===== config.mk =====
export PLATFORM = sky130hd
export DESIGN_NAME = hvac_cycle_ctrl_flat
export DESIGN_NICKNAME = d
export VERILOG_FILES = /design/src/rtl/hvac_cycle_ctrl_pkg.sv /design/src/rtl/hvac_cycle_ctrl_if.sv /design/src/rtl/hvac_cycle_ctrl_timer.sv /design/src/rtl/hvac_cycle_ctrl.sv /design/src/flat_wrapper.sv
export SDC_FILE = /design/constraint.sdc
export NUM_CORES = 1
export LEC_CHECK = 0
export ABC_CLOCK_PERIOD_IN_PS = 4300
export CAP_MARGIN = 20
export CORE_ASPECT_RATIO = 1.1
export CORE_MARGIN = 4
export CORE_UTILIZATION = 56
export CTS_CLUSTER_DIAMETER = 100
export DETAILED_ROUTE_END_ITERATION = 6
export PLACE_DENSITY_LB_ADDON = 0.12
export RECOVER_POWER = 100
export SLEW_MARGIN = 0
export SYNTH_ARGS = -nofsm -noshare
export SYNTH_HDL_FRONTEND = slang
export SYNTH_SLANG_ARGS = --single-unit

===== constraint.sdc =====
create_clock -name clock -period 4.3 [get_ports clock]
set_input_delay 0.86 -clock clock [delete_from_list [all_inputs] [get_ports clock]]
set_output_delay 0.86 -clock clock [all_outputs]
set_load 0.005 [all_outputs]

===== src/rtl/hvac_cycle_ctrl_pkg.sv =====
// Shared definitions for the thermostat sequencer: state codes, state width,
// and the sizing rule for the shared run/rest timer.
package heat_pkg;

    localparam int STATE_W = 3;

    typedef enum logic [STATE_W-1:0] {
        S_OFF  = 3'd0,
        S_IDLE = 3'd1,
        S_HEAT = 3'd2,
        S_COOL = 3'd3,
        S_REST = 3'd4
    } state_t;

    // One extra bit so the larger of the two lengths always fits.
    function automatic int timer_w(input int min_on, input int min_off);
        int m;
        m = (min_on > min_off) ? min_on : min_off;
        return $clog2(m) + 1;
    endfunction

endpackage


===== src/rtl/hvac_cycle_ctrl_if.sv =====
// Operator controls, temperatures, actuator commands and status lamps of the
// thermostat sequencer, bundled as one port.
interface hvac_cycle_ctrl_if
    import heat_pkg::*;
#(
    parameter int TEMP_W = 8
);
    logic              A;
    logic              B;
    logic [TEMP_W-1:0] target;
    logic [TEMP_W-1:0] ambient;
    logic              heat_on;
    logic              cool_on;
    logic              LR;
    logic              LG;
    logic [STATE_W-1:0] state;

    modport master (
        output A, B, target, ambient,
        input  heat_on, cool_on, LR, LG, state
    );

    modport slave (
        input  A, B, target, ambient,
        output heat_on, cool_on, LR, LG, state
    );
endinterface


===== src/rtl/hvac_cycle_ctrl_timer.sv =====
// Loadable down-counter that saturates at zero; done flags a zero count.
module heat_timer #(
    parameter int W = 5
) (
    input  logic         clock,
    input  logic         rst,
    input  logic         load,
    input  logic [W-1:0] load_val,
    output logic         done
);
    logic [W-1:0] count;

    always_ff @(posedge clock or negedge rst) begin
        if (!rst) begin
            count <= '0;
        end else if (load) begin
            count <= load_val;
        end else if (count != '0) begin
            count <= count - W'(1);
        end
    end

    assign done = (count == '0);

endmodule


===== src/rtl/hvac_cycle_ctrl.sv =====
// Thermostat sequencer: hysteresis plus min-on/min-off anti-short-cycle
// control of the heating element and cooling unit, with status lamps.
module hvac_cycle_ctrl
    import heat_pkg::*;
#(
    parameter int TEMP_W  = 8,
    parameter int HYST    = 2,
    parameter int MIN_ON  = 16,
    parameter int MIN_OFF = 16
) (
    input  logic              clock,
    input  logic              rst,
    hvac_cycle_ctrl_if.slave  bus
);
    localparam int              TW      = timer_w(MIN_ON, MIN_OFF);
    localparam logic [TW-1:0]   RUN_LD  = TW'(MIN_ON - 1);
    localparam logic [TW-1:0]   REST_LD = TW'(MIN_OFF - 1);
    localparam logic [TEMP_W:0] HYST_X  = (TEMP_W + 1)'(HYST);

    state_t          cur;
    state_t          nxt;
    logic            tmr_load;
    logic [TW-1:0]   tmr_val;
    logic            tmr_done;
    logic [TEMP_W:0] amb_x;
    logic [TEMP_W:0] tgt_x;
    logic            too_cold;
    logic            too_hot;
    logic            heat_r;
    logic            cool_r;
    logic            lr_r;
    logic            lg_r;

    // Widened by one bit so adding the band can never wrap.
    assign amb_x    = {1'b0, bus.ambient};
    assign tgt_x    = {1'b0, bus.target};
    assign too_cold = (amb_x + HYST_X) < tgt_x;
    assign too_hot  = amb_x > (tgt_x + HYST_X);

    always_comb begin
        nxt = cur;
        case (cur)
            S_OFF:  if (bus.A) nxt = S_IDLE;
            S_IDLE: begin
                if (!bus.A)                nxt = S_OFF;
                else if (too_cold)         nxt = S_HEAT;
                else if (too_hot && bus.B) nxt = S_COOL;
            end
            S_HEAT: begin
                if (!bus.A)                                  nxt = S_REST;
                else if (tmr_done && bus.ambient >= bus.target) nxt = S_REST;
            end
            S_COOL: begin
                if (!bus.A) nxt = S_REST;
                else if (tmr_done && (bus.ambient <= bus.target || !bus.B)) nxt = S_REST;
            end
            S_REST: if (tmr_done) nxt = bus.A ? S_IDLE : S_OFF;
            default: nxt = S_OFF;
        endcase
    end

    // The timer restarts on every entry into a run or a rest.
    assign tmr_load = (nxt != cur) && (nxt == S_HEAT || nxt == S_COOL || nxt == S_REST);
    assign tmr_val  = (nxt == S_REST) ? REST_LD : RUN_LD;

    heat_timer #(.W(TW)) u_timer (
        .clock    (clock),
        .rst      (rst),
        .load     (tmr_load),
        .load_val (tmr_val),
        .done     (tmr_done)
    );

    always_ff @(posedge clock or negedge rst) begin
        if (!rst) begin
            cur    <= S_OFF;
            heat_r <= 1'b0;
            cool_r <= 1'b0;
            lr_r   <= 1'b0;
            lg_r   <= 1'b0;
        end else begin
            cur    <= nxt;
            heat_r <= (nxt == S_HEAT);
            cool_r <= (nxt == S_COOL);
            lr_r   <= (nxt == S_HEAT) || (nxt == S_COOL) || (nxt == S_REST);
            lg_r   <= (nxt == S_IDLE) || (nxt == S_REST);
        end
    end

    assign bus.heat_on = heat_r;
    assign bus.cool_on = cool_r;
    assign bus.LR      = lr_r;
    assign bus.LG      = lg_r;
    assign bus.state   = cur;

endmodule


===== src/flat_wrapper.sv =====
// flat-port wrapper written by rule: the top's interface ports become plain ports
module hvac_cycle_ctrl_flat import heat_pkg::*;
#(
    parameter int TEMP_W  = 8,
    parameter int HYST    = 2,
    parameter int MIN_ON  = 16,
    parameter int MIN_OFF = 16
)
  (clock, rst, bus_A, bus_B, bus_target, bus_ambient, bus_heat_on, bus_cool_on, bus_LR, bus_LG, bus_state);
  hvac_cycle_ctrl_if #(.TEMP_W(TEMP_W)) bus_i ();
  input  logic clock;
  input  logic rst;
  input wire logic [$bits(bus_i.A)-1:0] bus_A;
  input wire logic [$bits(bus_i.B)-1:0] bus_B;
  input wire logic [$bits(bus_i.target)-1:0] bus_target;
  input wire logic [$bits(bus_i.ambient)-1:0] bus_ambient;
  output wire logic [$bits(bus_i.heat_on)-1:0] bus_heat_on;
  output wire logic [$bits(bus_i.cool_on)-1:0] bus_cool_on;
  output wire logic [$bits(bus_i.LR)-1:0] bus_LR;
  output wire logic [$bits(bus_i.LG)-1:0] bus_LG;
  output wire logic [$bits(bus_i.state)-1:0] bus_state;
  assign bus_i.A = bus_A;
  assign bus_i.B = bus_B;
  assign bus_i.target = bus_target;
  assign bus_i.ambient = bus_ambient;
  assign bus_heat_on = bus_i.heat_on;
  assign bus_cool_on = bus_i.cool_on;
  assign bus_LR = bus_i.LR;
  assign bus_LG = bus_i.LG;
  assign bus_state = bus_i.state;
  hvac_cycle_ctrl #(.TEMP_W(TEMP_W), .HYST(HYST), .MIN_ON(MIN_ON), .MIN_OFF(MIN_OFF)) u_core (.clock(clock), .rst(rst), .bus(bus_i));
endmodule

==> PnR_summary.wiki <==
{| class="wikitable"
! Metric !! Value
|-
| Vias in the first global route || between 1000 and 1500
|-
| Final Cell Area || 0.001713 mm^2
|-
| Level count of the clock H-tree || 1
|-
| Chip height || around 60 um
|-
| Clock tree from TritonCTS || yes
|-
| Met3 routed wirelength || approximately 200 um
|-
| Port bufs || 26
|-
| Clock sink count || 12
|-
| Share of synthesized registers carrying an async set or reset || 1.000
|-
| Via count || around 1300
|-
| Count of instances resized after the clock tree is built || 0
|-
| First-pass GRT wire length || ~6000 um
|-
| Synthesis-to-layout area growth || 23.11%
|-
| Data arrival time at the worst-slack endpoint || 4.03 ns
|-
| Die ar. || 0.003347 mm^2
|-
| Instance count of the mapped netlist || 160
|-
| Worst hold-check path type || register to register
|-
| Combined area of all synthesized cells || approximately 0.0014 mm^2
|-
| Final hold violation count || 0
|-
| Worst setup slack after placement || 0.3905 ns
|-
| Required @ worst endpoint || 4.51 ns
|-
| Total power after layout || 0.0006614 W
|-
| Slew @ Worst Pin || around 0.52 ns
|-
| Routed length on met1 || roughly 1400 um
|-
| Final Max Slew Viols || 0
|-
| Worst-path clk slew || 0.07 ns
|-
| Highest fanout seen on the critical path || 5
|-
| Final critical-path required period || 3.822 ns
|-
| Register bit count reported by yosys || 12
|-
| Final period utilization || 0.8888
|-
| Count of pins on the block boundary || 27
|-
| Number of distinct standard cells referenced by the synthesized netlist || 43
|-
| CTS Buf Count || 3
|-
| Routed length on met2 || 1837 um
|-
| Drt total wl || between 3000 and 4000 um
|-
| Library cell occupying the most area in the post-synthesis netlist || ha_1
|-
| Critical path start-end classification || input pin to register
|-
| Antenna violations before repair || 0
|-
| WL/cell || about 16 um
|-
| Effective utilization at floorplan || 0.5998
|-
| Max Clk Rate || 261.7 MHz
|-
| GRT Resource Usage Total || 0.2217
|-
| # fillers || 169
|-
| Average vias per placed instance || 6.105
|-
| Final Core Density || 0.7384
|-
| Share of Yosys cell area claimed by the top area cell type || 0.2248
|-
| Iteration-0 DRC Markers || 46
|-
| Top layer in use || met4
|-
| DRC errors left || 0
|-
| Core ar. || 0.002320 mm^2
|-
| # nets final || ~240
|-
| Most area-consuming cells after synthesis || ha_1 22%, dfrtp_1 22%, xnor2_1 5.7%
|-
| Worst clock skew || 0.001189 ns
|-
| EDFF count, synth || 0
|-
| Number of optimization iterations in the first detailed-route pass || 4
|-
| Diode count || 0
|-
| Clk buf depth || 2
|-
| Global-route congestion overflow total || 0
|-
| Clock insertion delay at the later pin of the skew report || 0.26 ns
|-
| Power Dens Cells || 386.1 mW/mm^2
|-
| Placed instance area || 0.001684 mm^2
|-
| Crit start category || input pin
|-
| Post-route ant nets || 0
|-
| Post-CTS Setup Inserts || 0
|-
| YS warnings || 0
|-
| Hold buffers post-CTS || 0
|-
| Mean cell area of the mapped netlist || 8.696 um^2
|-
| Final estimated routing congestion in global placement || 0.8709
|-
| Worst IR Drop VDD || 400.2 uV
|-
| Detailed Place HPWL || 2884 um
|-
| Top FF cell, synth || dfrtp_1
|-
| Static leakage || 0.8119 nW
|-
| Setup crit end kind || register
|-
| RSZ-0062 raised after global routing || no
|-
| Tightest slew margin relative to the limit || 0.6517
|-
| Standard-cell row count || 18
|-
| Syn_nets || 205
|-
| Fin worst setup slack || 0.4782 ns
|-
| Overall die width || around 56 um
|-
| Sequential fraction of the synthesis area || 0.2158
|-
| Clock tree root driver cell || clkbuf_4
|-
| Summed negative setup slack over all endpoints || 0 ns
|-
| Share of cells above drive strength 1 || 0.05820
|-
| Largest net degree at the start of global routing || 13
|-
| Status || completed
|-
| Max-capacitance violation count || 0
|-
| Final Setup Violations || 0
|}
[path summary, 6_finish.rpt]
| kind | cells after the start | slack [ns] | end | from |
|---|---|---|---|---|
| setup / recovery | 13 | 0.48 | u_core.u_timer.count[2] | bus_target[1] |
| hold / removal | 2 | 0.55 | u_core.u_timer.count[4] | u_core.u_timer.count[4] |
| setup reg to reg | 9 | 1.78 | u_core.u_timer.count[2] | u_core.u_timer.count[0] |
| hold reg to reg | 2 | 0.55 | u_core.u_timer.count[4] | u_core.u_timer.count[4] |
| max in group asynchronous | 1 | 2.95 | u_core.bus.LR | rst |
| min in group asynchronous | 1 | 1.00 | u_core.bus.state[1] | rst |
[final cells by class]
| type | count | area [um^2] | share of cell area |
|---|---|---|---|
| multi-input cells | 129 | 1011 | 0.5902 |
| flip-flops and latches | 12 | 300.3 | 0.1753 |
| repair buffers | 26 | 260.3 | 0.1519 |
| inverters | 18 | 67.56 | 0.03944 |
| well taps | 30 | 37.54 | 0.02191 |
| clock buffers | 4 | 36.28 | 0.02118 |
[where the power goes]
group          internal [W]   total, W  switching [W]
clock             0.0000514  0.0000859      0.0000345
sequential         0.000159   0.000212      0.0000529
combinational      0.000175   0.000363       0.000188
total              0.000386   0.000661       0.000276
[cell families (layout without fill, tap and decap cells)]
family	Yosys count	in the layout	synth area share
AOI/OAI and AO/OA	44	44	0.2608
xor gates and xnor gates	10	10	0.06295
adders and majority gates	25	25	0.2248
buffers and inverters	19	48	0.05215
DFF	12	12	0.2158
and+or+nand+nor	50	50	0.1834
[state kept, by name, indices dropped and copies added, names as in the netlist]
signal                cells
u_core.bus.LG             1
u_core.bus.cool_on        1
u_core.u_timer.count      5
u_core.bus.LR             1
u_core.bus.state          3
u_core.bus.heat_on        1
[critical path, cell delays in order]
cell and delay, ns:
dlygate4sd3_1 0.62, ha_1 0.21, and3_1 0.20, nand3_1 0.10
xnor2_1 0.14, ha_1 0.29, nand4_1 0.07, o21ai_0 0.08
a31o_2 0.21, o32ai_1 0.47, o21ai_0 0.18, a32oi_1 0.41
a211o_1 0.17
[cell usage in the layout, fill, tap and decap left out, drive strengths merged, types with 2 or more instances in the layout]
cell            n
a211o           2
a21oi           4
a22o            2
a31oi           2
and2            2
and3            2
clkbuf          4
clkdlybuf4s50  16
dfrtp          12
dlygate4sd3    10
ha             25
inv            18
nand2          15
nand2b          2
nand3           7
nand4           3
nor2            8
nor3            5
nor4            3
o211a           2
o211ai          3
o21a            4
o21ai           7
o21ba           2
o311ai          2
o31ai           3
xnor2           9
[metal layers]
| metal | track usage | vias up |
|---|---|---|
| met3 | 0.03888 | 9 |
| met4 | 0.07292 | 0 |
| met5 | 0 | - |
| li1 | - | 656 |
| met2 | 0.4375 | 47 |
| met1 | 0.2395 | 625 |
[cells in the mapped netlist (all sizes together) (2+ instances only)]
library cell,number
and3,2
nand2,15
xnor2,9
o21ai,7
o31ai,3
o211ai,3
a31oi,2
o21a,4
a21oi,4
nor4,3
nand4,3
and2,2
nand3,7
ha,25
dfrtp,12
inv,18
nor3,5
nor2,8
o21ba,2
o311ai,2
a22o,2
nand2b,2
o211a,2
a211o,2
[stage by stage]
step | instances | hold WS, ns
after floorplan | 160 | 0.5109
after global placement | 215 | 0.5310
after detailed placement | 215 | 0.5394
after CTS | 219 | 0.5498
after global routing | 219 | 0.5805
final | 219 | 0.5532
No activity file was read; power rests on OpenSTA's default activity.
